## src/rtl/snn_pkg.sv

```systemverilog
`default_nettype none
// ============================================================================
//  Module   : snn_pkg
//  Purpose  : Shared types, constants and helpers for the parametrised LIF
//             neuron (snn_lif_param) and its synaptic adder (snn_syn_sum).
//  Contents : lif_state_e  - neuron FSM state encoding {INTEG, REFRAC}
//             SNN_MEM_RST  - membrane value after reset / reset-to-zero fire
//             sat_add()    - signed add clamped to a 'width'-bit signed range
//  Revision : 1.0 - initial release
// ============================================================================
package snn_pkg;

  typedef enum logic [0:0] {
    INTEG  = 1'b0,
    REFRAC = 1'b1
  } lif_state_e;

  localparam int SNN_MEM_RST = 0;

  // Adds two signed operands at 64 bits (wide enough that the raw sum never
  // overflows for any supported membrane width), then clamps the result into
  // the signed range of a 'width'-bit number. Callers size-cast the result
  // down to 'width' bits, which is lossless after the clamp.
  function automatic logic signed [63:0] sat_add(
    input logic signed [63:0] a,
    input logic signed [63:0] b,
    input int unsigned        width
  );
    logic signed [63:0] s;
    logic signed [63:0] hi;
    logic signed [63:0] lo;
    s  = a + b;
    hi = (64'sd1 <<< (width - 1)) - 64'sd1;
    lo = -(64'sd1 <<< (width - 1));
    if (s > hi) begin
      return hi;
    end else if (s < lo) begin
      return lo;
    end else begin
      return s;
    end
  endfunction

endpackage
`default_nettype wire

```

## src/rtl/snn_syn_sum.sv

```systemverilog
`default_nettype none
// ============================================================================
//  Module   : snn_syn_sum
//  Purpose  : Combinational weighted synaptic sum. Each signed weight is
//             gated by its spike bit, sign-extended to OUT_WIDTH and summed.
//  Ports    : spike_i   [N_IN]               input spike vector
//             weights_i [N_IN*WEIGHT_WIDTH]  packed signed weights,
//                                            weight i at [i*WEIGHT_WIDTH +: WEIGHT_WIDTH]
//             sum_o     [OUT_WIDTH]          signed (two's complement) sum
//  Note     : OUT_WIDTH must be >= WEIGHT_WIDTH + $clog2(N_IN) so the full
//             sum is representable without overflow.
//  Revision : 1.0 - initial release
// ============================================================================
module snn_syn_sum
  import snn_pkg::*;
#(
  parameter int N_IN         = 4,
  parameter int WEIGHT_WIDTH = 4,
  parameter int OUT_WIDTH    = 8
) (
  input  logic [N_IN-1:0]              spike_i,
  input  logic [N_IN*WEIGHT_WIDTH-1:0] weights_i,
  output logic [OUT_WIDTH-1:0]         sum_o
);

  logic [OUT_WIDTH-1:0] w_term [N_IN];
  logic [OUT_WIDTH-1:0] w_acc;

  // Gate and sign-extend each weight so the accumulation below can use plain
  // two's complement addition.
  for (genvar gi = 0; gi < N_IN; gi++) begin : g_gate
    assign w_term[gi] = spike_i[gi]
                      ? OUT_WIDTH'(signed'(weights_i[gi*WEIGHT_WIDTH +: WEIGHT_WIDTH]))
                      : '0;
  end

  always_comb begin
    w_acc = '0;
    for (int i = 0; i < N_IN; i++) begin
      w_acc = w_acc + w_term[i];
    end
  end

  assign sum_o = w_acc;

endmodule
`default_nettype wire

```

## src/rtl/snn_lif_param.sv

```systemverilog
`default_nettype none
// ============================================================================
//  Module   : snn_lif_param
//  Purpose  : Parametrised leaky integrate-and-fire neuron with programmable
//             threshold, leak, refractory period, reset mode, saturating
//             membrane arithmetic and a timestep enable strobe.
//  Ports    : CLK, nRST (async active-low)
//             en          timestep strobe; state advances only when high
//             spike_in    [N_IN] input spikes (bit i gates weight i)
//             weights     [N_IN*WEIGHT_WIDTH] packed signed weights
//             threshold   [MEM_WIDTH] signed firing threshold
//             leak        [LEAK_WIDTH] unsigned per-timestep leak
//             refrac_len  [REFRAC_WIDTH] refractory timesteps (0 = none)
//             reset_mode  0 = reset to zero, 1 = subtract threshold
//             spike_out   registered one-CLK spike pulse
//             membrane    [MEM_WIDTH] signed membrane potential
//             refractory  high while in the refractory state
//  Config   : define SNN_LIF_FLOOR_CLAMP_EN to clamp the membrane at 0
//             instead of the signed minimum.
//  Revision : 1.0 - initial release
// ============================================================================
module snn_lif_param
  import snn_pkg::*;
#(
  parameter int N_IN         = 4,
  parameter int WEIGHT_WIDTH = 4,
  parameter int MEM_WIDTH    = 8,
  parameter int LEAK_WIDTH   = 3,
  parameter int REFRAC_WIDTH = 3
) (
  input  logic                         CLK,
  input  logic                         nRST,
  input  logic                         en,
  input  logic [N_IN-1:0]              spike_in,
  input  logic [N_IN*WEIGHT_WIDTH-1:0] weights,
  input  logic [MEM_WIDTH-1:0]         threshold,
  input  logic [LEAK_WIDTH-1:0]        leak,
  input  logic [REFRAC_WIDTH-1:0]      refrac_len,
  input  logic                         reset_mode,
  output logic                         spike_out,
  output logic [MEM_WIDTH-1:0]         membrane,
  output logic                         refractory
);

  // --------------------------------------------------------------------------
  // State
  // --------------------------------------------------------------------------
  lif_state_e                     state_q, state_d;
  logic [REFRAC_WIDTH-1:0]        cnt_q, cnt_d;
  logic signed [MEM_WIDTH-1:0]    mem_q, mem_d;
  logic                           spike_q, spike_d;

  // --------------------------------------------------------------------------
  // Datapath
  // --------------------------------------------------------------------------
  logic [MEM_WIDTH-1:0]           w_sum;
  logic signed [MEM_WIDTH-1:0]    w_thr;
  logic signed [MEM_WIDTH-1:0]    w_v_sat;
  logic signed [MEM_WIDTH-1:0]    w_v;
  logic signed [MEM_WIDTH-1:0]    w_sub_sat;
  logic signed [MEM_WIDTH-1:0]    w_sub;
  logic                           w_fire;

  snn_syn_sum #(
    .N_IN         (N_IN),
    .WEIGHT_WIDTH (WEIGHT_WIDTH),
    .OUT_WIDTH    (MEM_WIDTH)
  ) u_syn_sum (
    .spike_i   (spike_in),
    .weights_i (weights),
    .sum_o     (w_sum)
  );

  assign w_thr = signed'(threshold);

  // membrane + sum - leak, evaluated wide and clamped to the membrane range.
  // Leak is unsigned, so it is zero-extended before negation.
  assign w_v_sat = MEM_WIDTH'(sat_add(64'(mem_q) + 64'(signed'(w_sum)),
                                      -64'(leak), MEM_WIDTH));

  // Subtract-threshold reset value, again clamped (a negative threshold can
  // push the residue above the positive limit).
  assign w_sub_sat = MEM_WIDTH'(sat_add(64'(w_v), -64'(w_thr), MEM_WIDTH));

`ifdef SNN_LIF_FLOOR_CLAMP_EN
  assign w_v   = (w_v_sat   < 0) ? '0 : w_v_sat;
  assign w_sub = (w_sub_sat < 0) ? '0 : w_sub_sat;
`else
  assign w_v   = w_v_sat;
  assign w_sub = w_sub_sat;
`endif

  // Fire decision uses the clamped potential, so a saturated membrane at the
  // positive limit still fires against a threshold equal to that limit.
  assign w_fire = (w_v >= w_thr);

  // --------------------------------------------------------------------------
  // Next-state logic
  // --------------------------------------------------------------------------
  always_comb begin
    state_d = state_q;
    cnt_d   = cnt_q;
    mem_d   = mem_q;
    spike_d = 1'b0;

    if (en) begin
      case (state_q)
        INTEG: begin
          if (w_fire) begin
            spike_d = 1'b1;
            mem_d   = reset_mode ? w_sub : MEM_WIDTH'(SNN_MEM_RST);
            if (refrac_len != '0) begin
              cnt_d   = refrac_len;
              state_d = REFRAC;
            end
          end else begin
            mem_d = w_v;
          end
        end

        REFRAC: begin
          // Membrane held, inputs and leak ignored. Exit on the edge where
          // the counter reaches zero so the period is exactly refrac_len
          // en-cycles. A zero count cannot be loaded, but exit anyway.
          cnt_d = cnt_q - REFRAC_WIDTH'(1);
          if (cnt_q <= REFRAC_WIDTH'(1)) begin
            cnt_d   = '0;
            state_d = INTEG;
          end
        end

        default: begin
          state_d = INTEG;
          cnt_d   = '0;
        end
      endcase
    end
  end

  // --------------------------------------------------------------------------
  // Registers
  // --------------------------------------------------------------------------
  always_ff @(posedge CLK or negedge nRST) begin
    if (!nRST) begin
      state_q <= INTEG;
      cnt_q   <= '0;
      mem_q   <= MEM_WIDTH'(SNN_MEM_RST);
      spike_q <= 1'b0;
    end else begin
      state_q <= state_d;
      cnt_q   <= cnt_d;
      mem_q   <= mem_d;
      spike_q <= spike_d;
    end
  end

  assign spike_out  = spike_q;
  assign membrane   = mem_q;
  assign refractory = (state_q == REFRAC);

endmodule
`default_nettype wire

```

## config.mk

```make
export PLATFORM = sky130hd
export DESIGN_NAME = snn_lif_param
export DESIGN_NICKNAME = d
export VERILOG_FILES = /design/src/rtl/snn_pkg.sv /design/src/rtl/snn_syn_sum.sv /design/src/rtl/snn_lif_param.sv
export SDC_FILE = /design/constraint.sdc
export NUM_CORES = 1
export LEC_CHECK = 0
export ABC_AREA = 1
export ABC_CLOCK_PERIOD_IN_PS = 9000
export CAP_MARGIN = 20
export CELL_PAD_IN_SITES_DETAIL_PLACEMENT = 0
export CELL_PAD_IN_SITES_GLOBAL_PLACEMENT = 1
export CORE_MARGIN = 3
export CORE_UTILIZATION = 43
export CTS_CLUSTER_SIZE = 16
export DETAILED_ROUTE_END_ITERATION = 8
export GPL_ROUTABILITY_DRIVEN = 1
export PLACE_DENSITY_LB_ADDON = 0.1
export SYNTH_ARGS = -nofsm -noshare
export SYNTH_HDL_FRONTEND = slang
export SYNTH_SLANG_ARGS = --single-unit
export TNS_END_PERCENT = 50
```

## constraint.sdc

```tcl
create_clock -name CLK -period 9 [get_ports CLK]
set_input_delay 2.7 -clock CLK [delete_from_list [all_inputs] [get_ports CLK]]
set_output_delay 2.7 -clock CLK [all_outputs]
set_load 0.02 [all_outputs]
```

==> results.ini <==
[setup_path]
worst_path_max_delay_cell = fa_1
ff2ff_setup_slack_ps = 2330
worstPathRequired_ps = 9130
cp.arrival_ps = 10560
endpoint_kind = register
timing.critical_path.mode_cell = inv_2
worst_setup_path_start_kind = input pin
critical_path.max_stage_delay_ps = 500
critical_path_peak_fanout = 7
r2r_cells = 38
worstReg2RegStart = membrane[1]$_DFFE_PN0P_
regToRegEndpoint = membrane[3]$_DFFE_PN0P_
setup.worst_path.class = in2reg

[timing]
timing.final.crit_share = 1.16
grt_setup_unrepaired = yes
fmaxAchievable_mhz = 95.9
hold_viol_final = 0
finalWorstPathRequiredPeriod_ps = 10430
final_max_slew_viol_count = 0
setup-violations-final = 13
fin_skew_ps = 1.17
timing.slew.headroom = 0.424
postLayoutSetupSlackWorst_ps = -1430
max_slew.worst_pin.slew_ps = 864
whs_ps = 545

[yosys]
count_of_different_cell_masters_after_synthesis = 35
syn-num-nets = 764
async_reset_ff_frac = 1.00
synth-seq-cells = 13
synth-edff-count = 0
syn_inst = 619
ys_warn_count = 0
synth.cell_area_um2 = 4320
ys_seq_area_frac = 0.0754
postSynthAreaPerCell_um2 = 6.97
ys_dominant_reg_cell = dfrtp_1

[global_routing]
grt_pass1_vias = 4527
wire_length_of_the_first_global_routing_pass_um = 20300
grt_max_degree = 24
grt_remaining_overflow = 0
antenna_found_initial = 0
grt_usage = 0.216

[placed_design]
post-place-cells = 882
place.port_buffers = 47
placedInstanceArea_um2 = 5870
detailed_place_hpwl_um = 9160
gp_routability_congestion = 0.840

[cts]
cts_made_buffers = 3
clk_latency_ps = 240
clk_path_buf_depth = 2
clock-sinks = 13
cts_tree = yes
cts_root_buf = clkbuf_8
path_clk_slew_ps = 60
clock_tree.htree_level_count = 1

[die]
core_area_um2 = 9500
die_w_um = 106
start_util = 0.454
boundaryPins = 48
die-height_um = 106
floorplan_die_area_um2 = 11300
core.rowCount = 35

[finish]
insertedDiodeCount = 0
post-route-cell-area_um2 = 6680
layout_common_cells = 115 x buf_4, 106 x inv_1, 105 x nand2_1, 54 x nor2_1, 35 x nand2_2
post_route_cells_drive_above_1_share = 0.412
final_net_count = 935
flow.area_growth_from_synthesis_pct = 54.6
layoutNonFillerInstCount = 918
layout.cells.most_common = buf_4

[status]
failed_checks = setup timing
status = finished with violations

[drt]
routed_wirelength_um = 11900
ant_nets = 0
total_iterations_of_the_first_detailed_routing_run = 4
drt_drc_violations_left = 0
via_count = 4380
detail_route.iter0.violations = 152
drt_wl_cell_um = 13.0
avgViaCountPerCell = 4.77

[hold_path]
worstHoldStart = cnt_q[1]$_DFFE_PN0P_
min_path_cells = 2
min_delay_worst_endpoint = cnt_q[1]$_DFFE_PN0P_
hold_crit_class = reg2reg

[job]
max-cap-violations = 0

## state kept, by name (all words and copies together), names as in the netlist
name	flops
cnt_q	3
membrane	8
refractory	1
spike_out	1
## cells in the mapped netlist, drive strengths merged, types with 2 or more instances
library cell / count / area (µm²)
a31oi: 3 / 18.8
ha: 61 / 763
nand3b: 2 / 15.0
nor3: 12 / 60.1
o21ai: 13 / 65.1
nand2: 156 / 633
inv: 140 / 526
nand3: 38 / 243
a21oi: 27 / 173
xor2: 7 / 61.3
nor2: 67 / 264
buf: 2 / 12.5
fa: 46 / 921
or2: 2 / 12.5
nor3b: 3 / 22.5
dfrtp: 13 / 325
xnor2: 3 / 26.3
nand4: 16 / 100
o31ai: 2 / 15.0
## worst max-delay path, delay by kind of cell
kind | cells | cell delay (ps)
xor+xnor | 1 | 160
compound gates | 4 | 430
fa+ha+maj | 11 | 3590
buf+inv | 10 | 680
simple gates | 26 | 2920
## what timing repair did
item	4_1_cts	5_1_grt
setup buffers	21	11
endpoints found under the setup margin	13	13
resized for setup	117	68
hold endpoints to repair	0	0
pin swaps	84	58
hold buffers	0	0
gates cloned	1	0
## routing by layer
metal,track usage,share of wire,vias to the layer above,wire length (µm)
met3,0.0219,0.038,22,458
met5,0,0,-,0
met1,0.282,0.45,2028,5360
met2,0.384,0.49,84,5880
li1,-,-,2246,-
met4,0.0472,0.020,0,240
## kinds of logic after synthesis
logic type               after synthesis  share of synthesized area
adder cells (fa/ha/maj)              107                      0.390
AO/OA/AOI/OAI                         49                     0.0745
AND/OR/NAND/NOR                      297                      0.314
XOR/XNOR                              10                     0.0203
buffers and inverters                143                      0.126
flip-flops                            13                     0.0754
## metrics by stage
step           TNS (ps)   util  setup WS, ps
2_1_floorplan    -17100      -         -1390
3_3_place_gp     -27810  0.618         -2230
3_5_place_dp     -29860  0.618         -2390
4_1_cts          -17440  0.670         -1450
5_1_grt          -23100  0.702         -1850
6_report         -17640  0.702         -1430
## area by class of cell
type / instances / area, µm²
clock inverter: 1 / 5.00
multi-input combinational: 464 / 4230
timing repair buffer: 167 / 1370
sequential: 13 / 325
fill: 793 / 2830
inverter: 141 / 548
clock buffer: 3 / 41.3
tap: 129 / 161
## worst max-delay path by stage
stage	start	end	slack, ps	depth (start not counted)
after global placement	spike_in[3]	membrane[5]$_DFFE_PN0P_	-2230	52
after CTS	weights[5]	membrane[3]$_DFFE_PN0P_	-1450	54
after detailed placement	spike_in[3]	membrane[5]$_DFFE_PN0P_	-2390	52
after floorplan	weights[5]	membrane[1]$_DFFE_PN0P_	-1390	52
final	spike_in[3]	membrane[3]$_DFFE_PN0P_	-1430	52
after global routing	spike_in[3]	membrane[5]$_DFFE_PN0P_	-1850	53
Power is left out: the tool's default activity adds up to more than one toggle a clock period on the data nets, which glitch-free logic cannot reach.
==> edit 1 (same settings) <==
Add a define of `SNN_LIF_FLOOR_CLAMP_EN`.
--- a/src/rtl/snn_lif_param.sv
+++ b/src/rtl/snn_lif_param.sv
@@ -19,6 +19,8 @@
 //             instead of the signed minimum.
 //  Revision : 1.0 - initial release
 // ============================================================================
+`define SNN_LIF_FLOOR_CLAMP_EN
+
 module snn_lif_param
   import snn_pkg::*;
 #(
Check against the original RTL: not equivalent (a bounded check fails within 4 cycles, from zero or initial values and one cycle with nRST low).
==> edit 1 against the unedited design <==
Area after synthesis shrank 39%. Count of clock-buffer cells in the layout is 1 higher. Wire length down 37%. Sequential cell count decreased by 1. Worst setup slack better by 1.5 ns. Cell area is 38% lower. Critical path type unchanged.
Power is left out: the tool's default activity adds up to more than one toggle a clock period on the data nets, which glitch-free logic cannot reach.
==> edit 1: results (changes against the unedited design) <==
most instantiated cells after synthesis = nand2_1, inv_1, ha_1, nor2_1, nand3_1 (was inv_1, nand2_1, nor2_1, ha_1, fa_1)
GRT Overall Usage = 20.2% (was 21.6%)
CP arrival = 9.05 ns (was 10.56 ns)
final wirelength = 7490 um (was 11900 um)
CP delay by family, top = adder cells (unchanged)
syn nets = 503 (was 764)
Initial DRC Count = 67 (was 152)
I/O Buffers = 46 (was 47)
vias per inst = 4.79 (was 4.77)
Worst Skew = 0.00598 ns (was 0.00117 ns)
worst slew pin tran = 0.532 ns (was 0.864 ns)
syn_area_per_cell = 6.44 um^2 (was 6.97 um^2)
status = finished clean (was finished, violations left)
first-pass GRT wire length = 12100 um (was 20300 um)
CP max stage delay = 0.57 ns (was 0.50 ns)
DP Area = 0.00353 mm^2 (was 0.00587 mm^2)
fill count = 501 (was 793)
pin count of the biggest net entering global routing = 25 (was 24)
pre-CTS setup slack = -0.683 ns (was -2.39 ns)
post-placement cell count = 573 (was 882)
clk slew on worst S/H paths = 0.05 ns
# nets final = 624 (was 935)
max reg flops = 7 (was 8)
vias in the first global route = 2853 (was 4527)
final std cells w/o fill = 599 (was 918)
Seq/Total Area, Yosys = 11.5% (was 7.54%)
HPWL after DPL = 5610 um (was 9160 um)
Slowest cell on crit path = fa_1 (unchanged)
max cap viols = 0 (unchanged)
Netlist cell types = 28 (was 35)
layout cells sized above 1 = 33.4% (was 41.2%)
-- edit 1: cell count changes after synthesis, sizes merged, moves of 3 or more --
cell   change
ha        -17
nand2     -13
a31oi      -3
nor3b      -3
nor3       -8
nand4     -13
a21oi     -14
nand3     -18
inv       -48
nor2      -39
fa        -32
-- edit 1: final timing paths --
check / startpoint / to / slack [ns] / cells after the start
worst max-delay path: weights[15] / membrane[2] / 0.08 / 44
worst min-delay path: membrane[2] / membrane[2] / 0.52 / 2
worst max register to register: membrane[1] / membrane[2] / 4.05 / 34
worst min register to register: membrane[2] / membrane[2] / 0.52 / 2
max in group asynchronous: nRST / membrane[1] / 5.83 / 1
min in group asynchronous: nRST / cnt_q[0] / 2.81 / 1
-- edit 1: final cells by class --
cell class / instances / area, um^2 / share of cell area, %
multi-input combinational: 300 / 2340 / 56.6
tap: 72 / 90.1 / 2.18
clock buffer: 4 / 55.1 / 1.33
sequential: 12 / 300 / 7.26
timing repair buffer: 117 / 995 / 24.1
inverter: 94 / 355 / 8.59
-- edit 1: kinds of logic after synthesis --
family                     Yosys count  synth area share [%]
adders and majority gates           58                  31.7
and+or+nand+nor                    201                  32.1
DFF                                 12                  11.5
AOI/OAI and AO/OA                   29                  7.25
xor gates and xnor gates            11                  3.67
buffers and inverters               95                  13.7
other                                1                 0.143
-- edit 1: timing repair --
item / in CTS / in global routing
pin swaps: 26 / 52
setup endpoints to repair: 12 / 12
hold buffers: 0 / 0
resized for setup: 50 / 73
buffers inserted: 19 / 5
-- edit 1: layer usage --
layer | global-route usage [%] | vias up | part of all wire (%)
met5 | 0 | - | 0
met4 | 4.09 | 0 | 2.2
met3 | 2.27 | 18 | 3.6
met2 | 36.2 | 76 | 50
met1 | 26.1 | 1295 | 44
li1 | - | 1479 | -
==> edit 2 (same flow settings) <==
Without the edit above. Reset style: synchronous (`nRST`), changed in one clocked block. Comments in the files are not updated.
--- a/src/rtl/snn_lif_param.sv
+++ b/src/rtl/snn_lif_param.sv
@@ -140,7 +140,7 @@
   // --------------------------------------------------------------------------
   // Registers
   // --------------------------------------------------------------------------
-  always_ff @(posedge CLK or negedge nRST) begin
+  always_ff @(posedge CLK) begin
     if (!nRST) begin
       state_q <= INTEG;
       cnt_q   <= '0;
Check against the original RTL: not equivalent (a bounded check fails within 4 cycles, from zero or initial values and one cycle with nRST low; the reset may be asserted at any time).
==> edit 2 against the unedited design <==
The flow still finishes with violations (setup timing). Cell area rose by 3.9%. Via count rose by 10%. Worst setup slack got worse by 0.057 ns. Wire length rose by 5.5%. Clock skew barely moved. Sequential cell count did not move. Critical path depth rose by 6. Register-to-register slack got worse by 0.07 ns. Area after synthesis rose by 2.3%. First-iteration DRC count rose by 24%. Synthesized cell count rose by 12%. Largest cell class unchanged.
Power is not shown: default switching activity piles up to over one toggle a cycle in this logic, so the estimate is an artifact.
==> edit 2: results (changes against the unedited design) <==
Synth Flop Type = dfxtp_1 (was dfrtp_1)
largest cells by area after synthesis = fa_1, ha_1, nand2_1, inv_1, nor2_1 (was fa_1, ha_1, inv_1, nand2_1, dfrtp_1)
final setup vio count = 13 (unchanged)
Worst Skew = 0.00104 ns (was 0.00117 ns)
vias in the first global route = 4809 (was 4527)
syn_area_per_cell = 6.36 um^2 (was 6.97 um^2)
first-pass GRT wire length = 20900 um (was 20300 um)
pin count of the biggest net entering global routing = 23 (was 24)
sum of negative setup slack = -15.13 ns (was -17.64 ns)
wire length per cell = 12.4 um (was 13.0 um)
Netlist cell types = 33 (was 35)
pre-CTS setup slack = -2.31 ns (was -2.39 ns)
status = finished, violations left (unchanged)
failing checks = setup timing (unchanged)
Seq/Total Area, Yosys = 5.89% (was 7.54%)
syn nets = 839 (was 764)
hold wc startpoint = cnt_q[1] (unchanged)
most instantiated cells after synthesis = nand2_1, inv_1, nor2_1, ha_1, fa_1 (was inv_1, nand2_1, nor2_1, ha_1, fa_1)
Critical R2R Launch = membrane[1] (unchanged)
Worst Setup SP = weights[14] (was spike_in[3])
layout cells sized above 1 = 36.2% (was 41.2%)
CP arrival = 10.63 ns (was 10.56 ns)
setup ws final = -1.49 ns (was -1.43 ns)
Compound-Gate Fraction of Synth Area = 6.83% (was 7.45%)
Placer Congestion = 0.867 (was 0.840)
HPWL after DPL = 9610 um (was 9160 um)
Initial DRC Count = 189 (was 152)
edit 2: cells by family (layout without fill, tap and decap cells):
| kind of cell | Yosys count | after routing |
|---|---|---|
| XOR/XNOR | 4 | 4 |
| buffers and inverters | 166 | 354 |
| AND/OR/NAND/NOR | 354 | 354 |
| adder cells (fa/ha/maj) | 106 | 106 |
| AO/OA/AOI/OAI | 52 | 52 |
| flip-flops | 13 | 13 |
edit 2: timing repair:
| action | CTS | global route |
|---|---|---|
| buffers inserted | 22 | 8 |
| pin swaps | 90 | 74 |
| resized for setup | 100 | 72 |
| endpoints found under the setup margin | 13 | 13 |
edit 2: worst paths after layout:
| check | endpoint | cells after the start | slack (ns) |
|---|---|---|---|
| worst min register to register | cnt_q[1] | 2 | 0.49 |
| worst max-delay path | membrane[4] | 58 | -1.49 |
| worst min-delay path | cnt_q[1] | 2 | 0.49 |
| worst max register to register | membrane[4] | 44 | 2.26 |
edit 2: worst max-delay path: cells and delay by family:
kind | cells | cell delay (ns)
AO/OA/AOI/OAI | 3 | 0.30
XOR/XNOR | 1 | 0.13
AND/OR/NAND/NOR | 34 | 3.08
buffers and inverters | 10 | 0.96
adder cells (fa/ha/maj) | 10 | 3.43
edit 2: metrics by stage:
stage	instance area (um^2)	utilization, %
after floorplan	4700	-
after global placement	6140	62.2
after detailed placement	6140	62.2
after CTS	6590	66.8
after global routing	6940	70.3
final	6940	70.3
edit 2: area by class of cell:
type	count	area, um^2
multi-input combinational	516	4310
fill	845	2930
timing repair buffer	188	1540
inverter	162	616
sequential	13	260
tap	133	166
clock buffer	3	41.3
clock inverter	1	5.00
edit 2: routing by layer:
layer,part of all wire (%),wire length [um],global-route usage (%)
met1,44,5550,28.5
met2,53,6640,39.2
met3,2.2,279,1.26
met4,0.96,121,2.89
met5,0,0,0
